`config.mk`:
```
export PLATFORM = sky130hd
export DESIGN_NAME = multicycle_ctrl_v2_flat
export DESIGN_NICKNAME = d
export VERILOG_FILES = /design/src/rtl/mcpu_pkg.sv /design/src/rtl/multicycle_ctrl_v2_if.sv /design/src/rtl/alu_decoder.sv /design/src/rtl/multicycle_ctrl_v2.sv /design/src/flat_wrapper.sv
export SDC_FILE = /design/constraint.sdc
export NUM_CORES = 1
export LEC_CHECK = 0
export CORE_MARGIN = 2
export CORE_UTILIZATION = 40
export DETAILED_ROUTE_END_ITERATION = 10
export PLACE_DENSITY_LB_ADDON = 0.15
export SLEW_MARGIN = 0
export SYNTH_ARGS = -nofsm -noshare
export SYNTH_HDL_FRONTEND = slang
export SYNTH_SLANG_ARGS = --single-unit
```
`constraint.sdc`:
```
create_clock -name Clk -period 2.15 [get_ports Clk]
set_clock_uncertainty 0.1 [all_clocks]
set_input_delay 0.3225 -clock Clk [delete_from_list [all_inputs] [get_ports Clk]]
set_output_delay 0.3225 -clock Clk [all_outputs]
set_load 0.005 [all_outputs]
```
`src/rtl/mcpu_pkg.sv`:
```
// mcpu_pkg: shared states, opcode/funct constants and datapath select encodings
package mcpu_pkg;
  typedef enum logic [3:0] {
    FETCH, DECODE, MEM_ADDR, MEM_READ, MEM_WB, MEM_WRITE, EXECUTE,
    ALU_WB, BRANCH, JUMP, IMM_EXEC, IMM_WB, TRAP
  } state_t;
  typedef enum logic [1:0] {AOP_ADD, AOP_SUB, AOP_FUNCT, AOP_IMM} alu_op_t;
  localparam logic [5:0] OP_RTYPE = 6'b000000;
  localparam logic [5:0] OP_J     = 6'b000010;
  localparam logic [5:0] OP_BEQ   = 6'b000100;
  localparam logic [5:0] OP_BNE   = 6'b000101;
  localparam logic [5:0] OP_ADDI  = 6'b001000;
  localparam logic [5:0] OP_SLTI  = 6'b001010;
  localparam logic [5:0] OP_ANDI  = 6'b001100;
  localparam logic [5:0] OP_ORI   = 6'b001101;
  localparam logic [5:0] OP_XORI  = 6'b001110;
  localparam logic [5:0] OP_LW    = 6'b100011;
  localparam logic [5:0] OP_SW    = 6'b101011;
  localparam logic [5:0] FN_ADD = 6'b100000;
  localparam logic [5:0] FN_SUB = 6'b100010;
  localparam logic [5:0] FN_AND = 6'b100100;
  localparam logic [5:0] FN_OR  = 6'b100101;
  localparam logic [5:0] FN_XOR = 6'b100110;
  localparam logic [5:0] FN_NOR = 6'b100111;
  localparam logic [5:0] FN_SLT = 6'b101010;
  localparam logic [2:0] ALU_AND = 3'b000;
  localparam logic [2:0] ALU_OR  = 3'b001;
  localparam logic [2:0] ALU_ADD = 3'b010;
  localparam logic [2:0] ALU_XOR = 3'b011;
  localparam logic [2:0] ALU_NOR = 3'b100;
  localparam logic [2:0] ALU_SUB = 3'b110;
  localparam logic [2:0] ALU_SLT = 3'b111;
  localparam logic [1:0] SRCB_B    = 2'b00;
  localparam logic [1:0] SRCB_4    = 2'b01;
  localparam logic [1:0] SRCB_IMM  = 2'b10;
  localparam logic [1:0] SRCB_IMM2 = 2'b11;
  localparam logic [1:0] PC_ALU    = 2'b00;
  localparam logic [1:0] PC_ALUOUT = 2'b01;
  localparam logic [1:0] PC_JUMP   = 2'b10;
endpackage

```
`src/rtl/multicycle_ctrl_v2_if.sv`:
```
// multicycle_ctrl_v2_if: instruction/status inputs and datapath enables of the controller
interface multicycle_ctrl_v2_if #(parameter int ALUCTL_W = 3);
  logic [5:0] Op;
  logic [5:0] funct;
  logic Zero;
  logic MemReady;
  logic PCEn;
  logic IorD;
  logic MemRead;
  logic MemWrite;
  logic IRWrite;
  logic RegWrite;
  logic RegDst;
  logic MemtoReg;
  logic ALUSrcA;
  logic [1:0] ALUSrcB;
  logic ImmZeroExt;
  logic [1:0] PCSource;
  logic [ALUCTL_W-1:0] aluControl;
  logic Illegal;
  modport master (
    input Op, funct, Zero, MemReady,
    output PCEn, IorD, MemRead, MemWrite, IRWrite, RegWrite, RegDst, MemtoReg,
           ALUSrcA, ALUSrcB, ImmZeroExt, PCSource, aluControl, Illegal
  );
  modport slave (
    output Op, funct, Zero, MemReady,
    input PCEn, IorD, MemRead, MemWrite, IRWrite, RegWrite, RegDst, MemtoReg,
          ALUSrcA, ALUSrcB, ImmZeroExt, PCSource, aluControl, Illegal
  );
endinterface

```
`src/rtl/alu_decoder.sv`:
```
// alu_decoder: maps ALU op class plus funct/Op to an ALU control code and a valid flag
import mcpu_pkg::*;
module alu_decoder (
  input  alu_op_t    alu_op,
  input  logic [5:0] funct,
  input  logic [5:0] op,
  output logic [2:0] alu_ctl,
  output logic       valid
);
  always_comb begin
    alu_ctl = ALU_ADD;
    valid = 1'b1;
    case (alu_op)
      AOP_SUB: alu_ctl = ALU_SUB;
      AOP_FUNCT:
        case (funct)
          FN_ADD: alu_ctl = ALU_ADD;
          FN_SUB: alu_ctl = ALU_SUB;
          FN_AND: alu_ctl = ALU_AND;
          FN_OR:  alu_ctl = ALU_OR;
          FN_XOR: alu_ctl = ALU_XOR;
          FN_NOR: alu_ctl = ALU_NOR;
          FN_SLT: alu_ctl = ALU_SLT;
          default: valid = 1'b0;
        endcase
      AOP_IMM:
        case (op)
          OP_ADDI: alu_ctl = ALU_ADD;
          OP_SLTI: alu_ctl = ALU_SLT;
          OP_ANDI: alu_ctl = ALU_AND;
          OP_ORI:  alu_ctl = ALU_OR;
          OP_XORI: alu_ctl = ALU_XOR;
          default: valid = 1'b0;
        endcase
      default: alu_ctl = ALU_ADD;
    endcase
  end
endmodule

```
`src/rtl/multicycle_ctrl_v2.sv`:
```
// multicycle_ctrl_v2: multicycle MIPS control FSM with memory-ready timeout and illegal-instruction trap
import mcpu_pkg::*;
module multicycle_ctrl_v2 #(
  parameter int ALUCTL_W = 3,
  parameter int MEM_HANDSHAKE = 1,
  parameter int WAIT_LIMIT = 15
) (
  input logic Clk,
  input logic Reset,
  multicycle_ctrl_v2_if.master bus
);
  localparam int CW = (WAIT_LIMIT > 0) ? $clog2(WAIT_LIMIT + 1) : 1;
  state_t state;
  logic [CW-1:0] cnt;
  alu_op_t aop;
  logic [2:0] dec_ctl;
  logic dec_valid;
  logic ready, tmo;
  logic [ALUCTL_W-1:0] ctl;
  assign ready = (MEM_HANDSHAKE != 0) ? bus.MemReady : 1'b1;
  assign tmo = (WAIT_LIMIT != 0) && (cnt == CW'(WAIT_LIMIT));
  assign aop = state == EXECUTE ? AOP_FUNCT : state == IMM_EXEC ? AOP_IMM : state == BRANCH ? AOP_SUB : AOP_ADD;
  assign ctl = ALUCTL_W'(dec_ctl);
  alu_decoder u_dec (.alu_op(aop), .funct(bus.funct), .op(bus.Op), .alu_ctl(dec_ctl), .valid(dec_valid));
  // MemReady beats the timeout when both land in the same cycle
  always_ff @(posedge Clk) begin
    if (Reset) begin
      state <= FETCH;
      cnt <= '0;
    end else begin
      cnt <= '0;
      case (state)
        FETCH, MEM_READ, MEM_WRITE:
          if (ready) state <= state == FETCH ? DECODE : state == MEM_READ ? MEM_WB : FETCH;
          else if (tmo) state <= TRAP;
          else cnt <= cnt + 1'b1;
        DECODE:
          case (bus.Op)
            OP_LW, OP_SW: state <= MEM_ADDR;
            OP_RTYPE: state <= EXECUTE;
            OP_BEQ, OP_BNE: state <= BRANCH;
            OP_J: state <= JUMP;
            OP_ADDI, OP_SLTI, OP_ANDI, OP_ORI, OP_XORI: state <= IMM_EXEC;
            default: state <= TRAP;
          endcase
        MEM_ADDR: state <= bus.Op == OP_SW ? MEM_WRITE : MEM_READ;
        EXECUTE: state <= dec_valid ? ALU_WB : TRAP;
        IMM_EXEC: state <= IMM_WB;
        TRAP: state <= TRAP;
        default: state <= FETCH;
      endcase
    end
  end
  always_comb begin
    bus.PCEn = 1'b0;
    bus.IorD = 1'b0;
    bus.MemRead = 1'b0;
    bus.MemWrite = 1'b0;
    bus.IRWrite = 1'b0;
    bus.RegWrite = 1'b0;
    bus.RegDst = 1'b0;
    bus.MemtoReg = 1'b0;
    bus.ALUSrcA = 1'b0;
    bus.ALUSrcB = SRCB_B;
    bus.ImmZeroExt = 1'b0;
    bus.PCSource = PC_ALU;
    bus.aluControl = '0;
    bus.Illegal = 1'b0;
    if (!Reset)
      case (state)
        FETCH: begin
          bus.MemRead = 1'b1;
          bus.ALUSrcB = SRCB_4;
          bus.aluControl = ctl;
          bus.IRWrite = ready;
          bus.PCEn = ready;
        end
        DECODE: begin
          bus.ALUSrcB = SRCB_IMM2;
          bus.aluControl = ctl;
        end
        MEM_ADDR: begin
          bus.ALUSrcA = 1'b1;
          bus.ALUSrcB = SRCB_IMM;
          bus.aluControl = ctl;
        end
        MEM_READ: begin
          bus.MemRead = 1'b1;
          bus.IorD = 1'b1;
        end
        MEM_WB: begin
          bus.RegWrite = 1'b1;
          bus.MemtoReg = 1'b1;
        end
        MEM_WRITE: begin
          bus.MemWrite = 1'b1;
          bus.IorD = 1'b1;
        end
        EXECUTE: begin
          bus.ALUSrcA = 1'b1;
          bus.aluControl = ctl;
        end
        ALU_WB: begin
          bus.RegWrite = 1'b1;
          bus.RegDst = 1'b1;
        end
        BRANCH: begin
          bus.ALUSrcA = 1'b1;
          bus.aluControl = ctl;
          bus.PCSource = PC_ALUOUT;
          bus.PCEn = bus.Op == OP_BNE ? !bus.Zero : bus.Zero;
        end
        JUMP: begin
          bus.PCSource = PC_JUMP;
          bus.PCEn = 1'b1;
        end
        IMM_EXEC: begin
          bus.ALUSrcA = 1'b1;
          bus.ALUSrcB = SRCB_IMM;
          bus.aluControl = ctl;
          bus.ImmZeroExt = bus.Op == OP_ANDI || bus.Op == OP_ORI || bus.Op == OP_XORI;
        end
        IMM_WB: bus.RegWrite = 1'b1;
        TRAP: bus.Illegal = 1'b1;
        default: bus.Illegal = 1'b0;
      endcase
  end
endmodule

```
`src/flat_wrapper.sv`:
```
// flat-port wrapper written by rule: the top's interface ports become plain ports
module multicycle_ctrl_v2_flat 
#(
  parameter int ALUCTL_W = 3,
  parameter int MEM_HANDSHAKE = 1,
  parameter int WAIT_LIMIT = 15
)
  (Clk, Reset, bus_Op, bus_funct, bus_Zero, bus_MemReady, bus_PCEn, bus_IorD, bus_MemRead, bus_MemWrite, bus_IRWrite, bus_RegWrite, bus_RegDst, bus_MemtoReg, bus_ALUSrcA, bus_ALUSrcB, bus_ImmZeroExt, bus_PCSource, bus_aluControl, bus_Illegal);
  multicycle_ctrl_v2_if #(.ALUCTL_W(ALUCTL_W)) bus_i ();
  input logic Clk;
  input logic Reset;
  input wire logic [$bits(bus_i.Op)-1:0] bus_Op;
  input wire logic [$bits(bus_i.funct)-1:0] bus_funct;
  input wire logic [$bits(bus_i.Zero)-1:0] bus_Zero;
  input wire logic [$bits(bus_i.MemReady)-1:0] bus_MemReady;
  output wire logic [$bits(bus_i.PCEn)-1:0] bus_PCEn;
  output wire logic [$bits(bus_i.IorD)-1:0] bus_IorD;
  output wire logic [$bits(bus_i.MemRead)-1:0] bus_MemRead;
  output wire logic [$bits(bus_i.MemWrite)-1:0] bus_MemWrite;
  output wire logic [$bits(bus_i.IRWrite)-1:0] bus_IRWrite;
  output wire logic [$bits(bus_i.RegWrite)-1:0] bus_RegWrite;
  output wire logic [$bits(bus_i.RegDst)-1:0] bus_RegDst;
  output wire logic [$bits(bus_i.MemtoReg)-1:0] bus_MemtoReg;
  output wire logic [$bits(bus_i.ALUSrcA)-1:0] bus_ALUSrcA;
  output wire logic [$bits(bus_i.ALUSrcB)-1:0] bus_ALUSrcB;
  output wire logic [$bits(bus_i.ImmZeroExt)-1:0] bus_ImmZeroExt;
  output wire logic [$bits(bus_i.PCSource)-1:0] bus_PCSource;
  output wire logic [$bits(bus_i.aluControl)-1:0] bus_aluControl;
  output wire logic [$bits(bus_i.Illegal)-1:0] bus_Illegal;
  assign bus_i.Op = bus_Op;
  assign bus_i.funct = bus_funct;
  assign bus_i.Zero = bus_Zero;
  assign bus_i.MemReady = bus_MemReady;
  assign bus_PCEn = bus_i.PCEn;
  assign bus_IorD = bus_i.IorD;
  assign bus_MemRead = bus_i.MemRead;
  assign bus_MemWrite = bus_i.MemWrite;
  assign bus_IRWrite = bus_i.IRWrite;
  assign bus_RegWrite = bus_i.RegWrite;
  assign bus_RegDst = bus_i.RegDst;
  assign bus_MemtoReg = bus_i.MemtoReg;
  assign bus_ALUSrcA = bus_i.ALUSrcA;
  assign bus_ALUSrcB = bus_i.ALUSrcB;
  assign bus_ImmZeroExt = bus_i.ImmZeroExt;
  assign bus_PCSource = bus_i.PCSource;
  assign bus_aluControl = bus_i.aluControl;
  assign bus_Illegal = bus_i.Illegal;
  multicycle_ctrl_v2 #(.ALUCTL_W(ALUCTL_W), .MEM_HANDSHAKE(MEM_HANDSHAKE), .WAIT_LIMIT(WAIT_LIMIT)) u_core (.Clk(Clk), .Reset(Reset), .bus(bus_i));
endmodule
```
## Word-level counts from Yosys, hierarchy flattened

Index checks and enable logic that the tools add are counted.

- Output and inout bits: 18
- Input bits: 16
- Bits in registers: 8
- Word-level logic and storage cells: 101

- Reduce and logical (&&, ||, !) cells: 17
- Bitwise operators: 1
- Add/sub/neg operators: 1
- Eq/ne operators: 34
- Multiplexer cells: 46

Operators with widths:

| kind | number |
|---|---|
| $eq A6 B6 Y1 const B | 9 |
| $eq A6 B4 Y1 const B | 5 |
| $mux W1 | 25 |
| $eq A4 B4 Y1 const B | 6 |
| $pmux W4 S6 | 1 |
| $pmux W4 S5 | 1 |
| $pmux W3 S6 | 1 |
| $eq A4 B3 Y1 const B | 4 |
| $mux W4 | 4 |
| $eq A6 B3 Y1 const B | 2 |
| $mux W3 | 4 |
| $pmux W3 S4 | 1 |
| $reduce_or A2 Y1 | 5 |
| $pmux W3 S3 | 1 |
| $eq A4 B2 Y1 const B | 2 |
| $mux W2 | 4 |
| $reduce_or A4 Y1 | 2 |
| $reduce_or A7 Y1 | 1 |
| $eq A6 B2 Y1 const B | 1 |
| $logic_not A6 Y1 | 1 |
| $pmux W2 S3 | 1 |
| $reduce_or A3 Y1 | 2 |
| $reduce_or A6 Y1 | 1 |
| $reduce_or A5 Y1 | 1 |
| 12 further kinds | 14 |

## Longest topological paths before layout

Gate-level depths: netlist of run 1.

- Depth in word-level cells: 8
- Gate-level depth with buffers: 7
- Gate-level depth less buffers: 5

## Hierarchy

Synthesis of run 1 repeated with hierarchy kept, for this count alone.

- Cell total of the unflattened synthesis: 163
- Area, all modules: 1062.3 sq um

By module, submodules not included:

| module | times used | seq. area each (sq um) | area each (sq um) | cells each |
|---|---|---|---|---|
| multicycle_ctrl_v2 | 1 | 160.2 | 864.6 | 136 |
| alu_decoder | 1 | 0.0 | 197.7 | 27 |

## Worst setup path before layout of run 1

No wires, ideal clock.

- Path kind: register to output
- Start: register u_core.state[2]
- End: output bus_aluControl[1]
- Path buffers: 2
- Arrival: 1.313 ns
- Slack: 0.415 ns
- Data required time: 1.727 ns
- Stages on the path, launching flop included: 5
- Cells stage by stage: dfxtp_1 > buf_2 > clkbuf_1 > nor4_1 > o22a_1

- Word-level cells in the longest chain between the ends: 8
- Elaborated cells on any way between the ends: 16
- Classes of those cells: eq/ne (8); mux (6); reduce/logical (2)

Ends and longest elaborated chain:

| element | line | source |
|---|---|---|
| from (decl) | multicycle_ctrl_v2.sv:13 | `state_t state;` |
| from (signal assigned) | multicycle_ctrl_v2.sv:34 | `if (ready) state <= state == FETCH ? DECODE : state == MEM_READ ? MEM_WB : FETCH;` |
| from (signal assigned) | multicycle_ctrl_v2.sv:46 | `MEM_ADDR: state <= bus.Op == OP_SW ? MEM_WRITE : MEM_READ;` |
| from (signal assigned) | multicycle_ctrl_v2.sv:47 | `EXECUTE: state <= dec_valid ? ALU_WB : TRAP;` |
| $eq A4 B4 Y1 | multicycle_ctrl_v2.sv:22, multicycle_ctrl_v2.sv:70 |  |
| $mux W1 | multicycle_ctrl_v2.sv:22 | `assign aop = state == EXECUTE ? AOP_FUNCT : state == IMM_EXEC ? AOP_IMM : state == BRANCH ? AOP_SUB : AOP_ADD;` |
| $mux W2 (2 in series) | multicycle_ctrl_v2.sv:22 |  |
| $eq A2 B2 Y1 or $eq A2 B1 Y1 (tied branches) | alu_decoder.sv:13 | `case (alu_op)` |
| $pmux W3 S3 | alu_decoder.sv:13 |  |
| $mux W3 * | multicycle_ctrl_v2.sv:70 | `case (state)` |
| $mux W3 * | multicycle_ctrl_v2.sv:69 | `if (!Reset)` |
| to (decl) | flat_wrapper.sv:28 | `output wire logic [$bits(bus_i.aluControl)-1:0] bus_aluControl;` |

Mark *: on every way between the ends. The rest lies on a longest branch, timed or not.

## Worst setup path after layout of run 1

- Start: register u_core.state[2]
- End: output bus_MemtoReg

- Word-level cells in the longest chain between the ends: 3

Ends and longest elaborated chain:

| element | line | source |
|---|---|---|
| $eq A4 B3 Y1 | multicycle_ctrl_v2.sv:70 |  |
| $mux W1 | multicycle_ctrl_v2.sv:70 |  |
| $mux W1 | multicycle_ctrl_v2.sv:69 |  |
| to (decl) | flat_wrapper.sv:23 | `output wire logic [$bits(bus_i.MemtoReg)-1:0] bus_MemtoReg;` |

No other way between the ends.

==> results of run 1 <==
==> path summary, 6_finish.rpt <==
check	from	to	slack, ps	depth (start not counted)
max	u_core.state[2]	bus_MemtoReg	60	5
min	u_core.cnt[0]	u_core.cnt[0]	360	1
max reg2reg	u_core.state[2]	u_core.state[2]	330	6
min reg2reg	u_core.cnt[0]	u_core.cnt[0]	360	1
==> worst reg2reg max path: cells and delay by family (launching register included) <==
kind | cells | cell delay [ps]
DFF | 1 | 310
AOI/OAI and AO/OA | 3 | 730
buffers and inverters | 2 | 300
and+or+nand+nor | 1 | 240
==> metal layers <==
layer / track usage / share of wire / vias to the layer above / routed length [um]
li1: - / - / 703 / -
met1: 0.309 / 0.41 / 709 / 1650
met2: 0.504 / 0.50 / 53 / 2020
met3: 0.0492 / 0.057 / 10 / 227
met4: 0.108 / 0.028 / 0 / 111
met5: 0 / 0 / - / 0
==> synthesized netlist by cell type (all sizes together), types with 3 or more instances <==
master  instances  area [um2]
a31oi           4        25.0
a21oi           9        45.0
clkbuf          6        22.5
dfxtp           8         160
o21ai           9        48.8
nand3           6        30.0
nor2b           4        25.0
nor4            7        43.8
and3            4        25.0
nor3           10        55.1
inv             4        15.0
buf             6        37.5
xnor2           4        35.0
nor2           19        73.8
nand2          14        52.6
nand2b          8        57.6
nor4b           3        32.5
==> timing repair <==
item                       in CTS  in global routing
setup endpoints to repair      16                 10
pin swaps                       9                  4
hold buffers                    0                  0
buffers inserted                5                  1
gates resized for setup        49                 21
==> power by group <==
| part | total (mW) | internal [mW] | leakage (nW) | switching, mW |
|---|---|---|---|---|
| registers | 0.222 | 0.185 | 0.0660 | 0.0369 |
| logic | 1.11 | 0.537 | 0.759 | 0.568 |
| clock network | 0.111 | 0.0636 | 0.0138 | 0.0469 |
| total | 1.44 | 0.786 | 0.839 | 0.652 |
==> area by class of cell <==
type | count | area share
multi-input cells | 129 | 0.511
repair buffers | 78 | 0.362
flip-flops and latches | 8 | 0.0872
well taps | 30 | 0.0201
clock buffers | 3 | 0.0121
inverters | 4 | 0.00805
==> registers in the layout (all words and copies together) (netlist names) <==
register,flops
u_core.state,4
u_core.cnt,4
==> cells by family (layout without fill, tap and decap cells) <==
family,after synthesis,count (layout)
buffers and inverters,16,85
and+or+nand+nor,84,84
DFF,8,8
xor gates and xnor gates,6,6
AOI/OAI and AO/OA,36,36
muxes,2,2
adders and majority gates,1,1
==> metrics by stage <==
stage / util / total power, mW / TNS (ps) / hold slack, ps
after global routing: 0.760 / 1.54 / -12.0 / 368
after CTS: 0.729 / 1.37 / -11.6 / 361
final: 0.760 / 1.44 / 0 / 356
after global placement: 0.671 / 1.20 / -2350 / 331
after detailed placement: 0.671 / 1.22 / -2470 / 350
after floorplan: - / 0.738 / 0 / 318
==> out/metrics.yaml, run 1 <==
timing:
  setup_viol: 0
  relSlewSlack: 0.661
  drv_slew: 0
  finalCriticalPeriod_ps: 2090
  finalWorstSetupSlack_ps: 55.4
  tightest_slew_ps: 509
  fmax_mhz: 477
  hold_violations: 0
  fin_crit_sh: 0.974
routing:
  drt_iter0_drc: 45
  drtAntennaViolNets: 0
  viasPerCell: 5.85
  dr.pass1.iters: 4
  drc: 0
  wirelength_mm: 4.01
  num_vias: 1475
  wl_per_cell_um: 15.9
finish:
  drive_gt1_frac: 0.378
  area.sequential_um2: 163
  diodes: 0
  fillCellCount: 194
  final_common_cell: "buf_4"
  fin_area_um2: 1870
  layout_common_cells: "buf_4, dlygate4sd2_1, nor2_1, nand2_1, a21oi_1"
  finalNonFillerCells: 252
  syn2layout_area_growth_pct: 82.7
  finalNetCount: 241
  multi_input_area_um2: 953
setup_path:
  slowest_delay_ps: 500
  critPathSlowestCell: "clkdlybuf4s50_1"
  path_common_cell: "buf_4"
  critPathTopFamily: "buffers and inverters"
  criticalPathCategory: "reg2out"
  crit_path_end_kind: "output pin"
  critPathMaxFanout: 4
  cp.required_ps: 1730
  cp_num_buf_inv: 3
  crit_arrival_ps: 1670
  startpoint_type: "flop"
  crit_chain: "buf_4 -> nor2b_2 -> buf_4 -> and3_1 -> clkdlybuf4s50_1"
die:
  die_width_um: 54.5
  fp.dieH_um: 54.5
  core_um2: 2450
  rows: 18
  io_pins: 34
  die_area_um2: 2970
  start_util: 0.416
synthesis:
  syn_avg_cell_area_um2: 6.67
  synth-warning-count: 0
  synth-adder-area-share: 0.0123
  synth_cell_types: 47
  synth_fp_nets: 170
  synth-compound-area-share: 0.238
  async_flop_share: 0
  synth-simple-area-share: 0.449
  synth_top_family_by_area: "simple AND/OR/NAND/NOR gates"
  netlist_instances: 153
  synth_ff_type: "dfxtp_1"
  synth_edf_count: 0
  synthXorXnorAreaFrac: 0.0515
  muxShareOfSynthArea: 0.0196
  ys_seq_area_frac: 0.157
  synth_area_um2: 1020
  synth_seq_cells: 8
power:
  irDropWorstVdd_v: 0.000608
  p_leak_nw: 0.839
  power_density_nw_per_um2: 771
worst_hold_path:
  hp-class: "reg2reg"
clock_network:
  clkLatencyLatePin_ps: 250
  cts_tree: "built"
  clk_pin_slew_ps: 50
  cts_sinks: 8
  clock-root-buffer: "clkbuf_4"
  htreeDepth: 1
  clockBufferDepth: 2
  numCtsBuffers: 3
place:
  numPortBuffers: 33
  placed_cell_area_um2: 1650
  place_worst_setup_slack_ps: -483
  dpl.hpwl_mm: 2.76
  placed_cells: 243
  gp_congestion: 0.911
grt:
  antenna_found_initial: 0
  grt_overflow: 0
  grt_max_degree: 21
  grt_pass1_vias: 1375
  grt_usage: 0.274
  grt_first_pass_wirelength_mm: 5.99
run:
  max_cap_viol_count: 0
run_status:
  status: "complete, no violations"
(Power assumes the default switching activity.)
==> inputs of run 2 (changes only) <==
CTS_CLUSTER_SIZE = 25   (was not set)
SYNTH_HIERARCHICAL = 1   (was not set)
==> out/metrics.yaml, run 2 <==
synthesis:
  syn_avg_cell_area_um2: 6.52  # -2.3%
  synth_area_um2: 1060  # +4.0%
  synth_fp_nets: 180  # +5.9%
  netlist_instances: 163  # +6.5%
  synth_edf_count: 0  # unchanged
  synth_seq_cells: 8  # unchanged
  synth_top_area_frac: 0.151  # -0.00610
  ys_seq_area_frac: 0.151  # -0.00610
  synth.most_common_cell: "nor2_1"
  synth_ff_type: "dfxtp_1"
  synth.area.top_cells: "dfxtp_1, nor2_1, a21oi_1, nor3_1, nand3_1"
  synth-warning-count: 6  # +6
  synthTopCellsByCount: "nor2_1, nand2_1, a21oi_1, inv_1, nor3_1"
  synth_cell_types: 47  # unchanged
  async_flop_share: 0  # unchanged
  synth_area_leader_cell: "dfxtp_1"
clock_network:
  htreeDepth: 1  # unchanged
  numCtsBuffers: 3  # unchanged
  clock-root-buffer: "clkbuf_4"
  cts_hold_buf: 0  # unchanged
  clk_pin_slew_ps: 60  # about the same
  clockBufferDepth: 2  # unchanged
  clkLatencyLatePin_ps: 260  # about the same
  cts_sinks: 8  # unchanged
  cts_tree: "built"
timing:
  tightest_slew_ps: 353  # -156 ps
  relSlewSlack: 0.764  # +0.103
  drv_slew: 0  # unchanged
  rsz0062_at_grt: "yes"
  fin_crit_sh: 0.985  # +0.0111
  finalCriticalPeriod_ps: 2120  # +23.8 ps
  fmax_mhz: 472  # -1.1%
  setup_tns_ps: 0  # unchanged
  hold_violations: 0  # unchanged
  finalWorstSetupSlack_ps: 31.6  # -23.8 ps
  setup_viol: 0  # unchanged
finish:
  final_common_cell: "buf_4"
  area.sequential_um2: 173  # +6.2%
  syn2layout_area_growth_pct: 83.2
  drive_gt1_frac: 0.386  # +0.00751
  finalNetCount: 260  # +7.9%
  multi_input_area_um2: 947  # -0.66%
  layout_common_cells: "buf_4, nor2_1, dlygate4sd2_1, nand2_1, buf_6"
  diodes: 0  # unchanged
  fin_area_um2: 1950  # +4.3%
  top_regs: "u_core/cnt x4, u_core/state x4"
  fillCellCount: 185  # -4.6%
  postLayoutCoreUtil: 0.778  # +0.0183
  finalNonFillerCells: 271  # +7.5%
place:
  placed_cells: 258  # +6.2%
  numPortBuffers: 33  # unchanged
  placed_cell_area_um2: 1710  # +3.6%
  gp_congestion: 0.942  # +3.5%
  dpl.hpwl_mm: 2.88  # +4.4%
  place_worst_setup_slack_ps: -462  # +20.8 ps
worst_hold_path:
  hold_path_end: "u_core/cnt[0]"
  hp-start: "u_core/cnt[0]"
  worstHoldPathCells: 1  # unchanged
  hp-class: "reg2reg"
setup_path:
  startpoint_type: "flop"
  reg2reg_depth: 6  # unchanged
  cp.required_ps: 1730  # about the same
  regToRegSetupSlack_ps: 220  # -110 ps
  crit_path_end_kind: "output pin"
  critPathMaxFanout: 6  # +2
  r2r-start: "u_core/cnt[0]"
  criticalPathCategory: "reg2out"
  cp_num_buf_inv: 4  # +1
  crit_arrival_ps: 1700  # +30 ps
  timing.rr.end: "u_core/state[1]"
  critPathTopFamily: "buffers and inverters"
  slowest_delay_ps: 370  # -130 ps
  crit_chain: "buf_6 -> or2_4 -> buf_4 -> buf_4 -> nor3_1 -> clkdlybuf4s15_1"
  critPathSlowestCell: "dfxtp_4"
  path_common_cell: "buf_4"
power:
  swShare: 0.439  # -0.0147
  power_density_nw_per_um2: 627  # -19%
  power_frac_clock: 0.100  # +0.023
  p_leak_nw: 0.891  # +6.3%
  power.net_switching_mw: 0.535  # -18%
  power_frac_comb: 0.725  # -0.044
  power.internal_mw: 0.685  # -13%
  power_frac_seq: 0.175  # +0.021
  irDropWorstVdd_v: 0.000431  # -29%
grt:
  grt_usage: 0.266  # -0.00829
  use_met3: 0.0328  # -0.0164
  use_met2: 0.498  # -0.00572
  grt_pass1_vias: 1480  # +7.6%
  top_usage_layer: "met2"
  antenna_found_initial: 0  # unchanged
  met1_usage: 0.283  # -0.0254
  grt_first_pass_wirelength_mm: 6.58  # +9.9%
  grt_max_degree: 17  # -19%
  grt_overflow: 0  # unchanged
run_status:
  status: "complete, no violations"
die:
  die_width_um: 55.5  # +1.9%
  die_area_um2: 3080  # +3.8%
  rows: 18  # unchanged
  fp.dieH_um: 55.5  # +1.9%
  io_pins: 34  # unchanged
  core_um2: 2500  # +1.8%
  start_util: 0.425  # +0.00902
routing:
  dr.pass1.iters: 4  # unchanged
  drt_iter0_drc: 47  # +4.4%
  wl_per_cell_um: 15.9  # +0.17%
  drtAntennaViolNets: 0  # unchanged
  num_vias: 1605  # +8.8%
  wirelength_mm: 4.32  # +7.7%
  drc: 0  # unchanged
  viasPerCell: 5.92  # +1.2%
run:
  max_cap_viol_count: 0  # unchanged
-- run 2: cell count changes after synthesis, sizes merged, moves of 3 or more --
cell,change
inv,+7
nand2b,-3
o32ai,+3
nor3b,+3
a21boi,+3
nor4b,-3
nand2,-4
o21ai,-4
nor4,-3
-- run 2: kinds of logic (layout without fill, tap and decap cells) --
kind of cell,count (synthesis),in the layout,synth area share
simple gates,79,79,0.384
compound gates,46,46,0.304
buf+inv,21,99,0.0766
flops,8,8,0.151
xor+xnor,6,6,0.0495
mux,2,2,0.0236
fa+ha+maj,1,1,0.0118
-- run 2: per-layer routing --
metal | vias to the layer above | wire [um]
li1 | 766 | -
met1 | 743 | 1590
met2 | 76 | 2250
met3 | 20 | 285
met4 | 0 | 189
met5 | - | 0
-- run 2: power by group through the flow --
stage | sequential (mW) | clock [mW] | combinational, mW
2_1_floorplan | 0.192 | 0 | 0.390
3_3_place_gp | 0.201 | 0 | 0.731
3_5_place_dp | 0.202 | 0 | 0.745
4_1_cts | 0.204 | 0.123 | 0.768
5_1_grt | 0.219 | 0.132 | 0.950
6_report | 0.213 | 0.122 | 0.884
-- run 2: layout make-up --
class | instances | share of cell area
clock buffer | 3 | 0.0116
inverter | 11 | 0.0225
multi-input combinational | 134 | 0.487
sequential | 8 | 0.0887
tap | 30 | 0.0193
timing repair buffer | 85 | 0.371
-- run 2: how the worst max path moves through the flow --
stage,cells past startpoint,to,from,slack [ps]
after floorplan,10,u_core/state[3],u_core/state[2],140
after global placement,7,bus_PCEn,bus_Op[3],-410
after detailed placement,7,bus_PCEn,bus_Op[3],-460
after CTS,9,bus_aluControl[2],u_core/state[1],-90
after global routing,8,bus_aluControl[2],u_core/state[3],-30
final,6,bus_IRWrite,u_core/state[3],30
-- run 2: stage by stage --
| stage | hold WS (ps) | power (mW) |
|---|---|---|
| 5_1_grt | 400 | 1.30 |
| 2_1_floorplan | 318 | 0.583 |
| 4_1_cts | 354 | 1.09 |
| 3_3_place_gp | 328 | 0.932 |
| 6_report | 354 | 1.22 |
| 3_5_place_dp | 345 | 0.947 |
-- run 2: repair_timing --
action,in CTS,in global routing
pin swaps,6,11
endpoints found under the hold margin,0,0
buffers inserted,7,4
setup endpoints to repair,18,8
resized for setup,60,33
==> inputs of run 3 (changes only) <==
SLEW_MARGIN = not set   (was 0)
==> results of run 3 <==
Same layout as run 2: the final DEF is identical, and so are final timing and power.
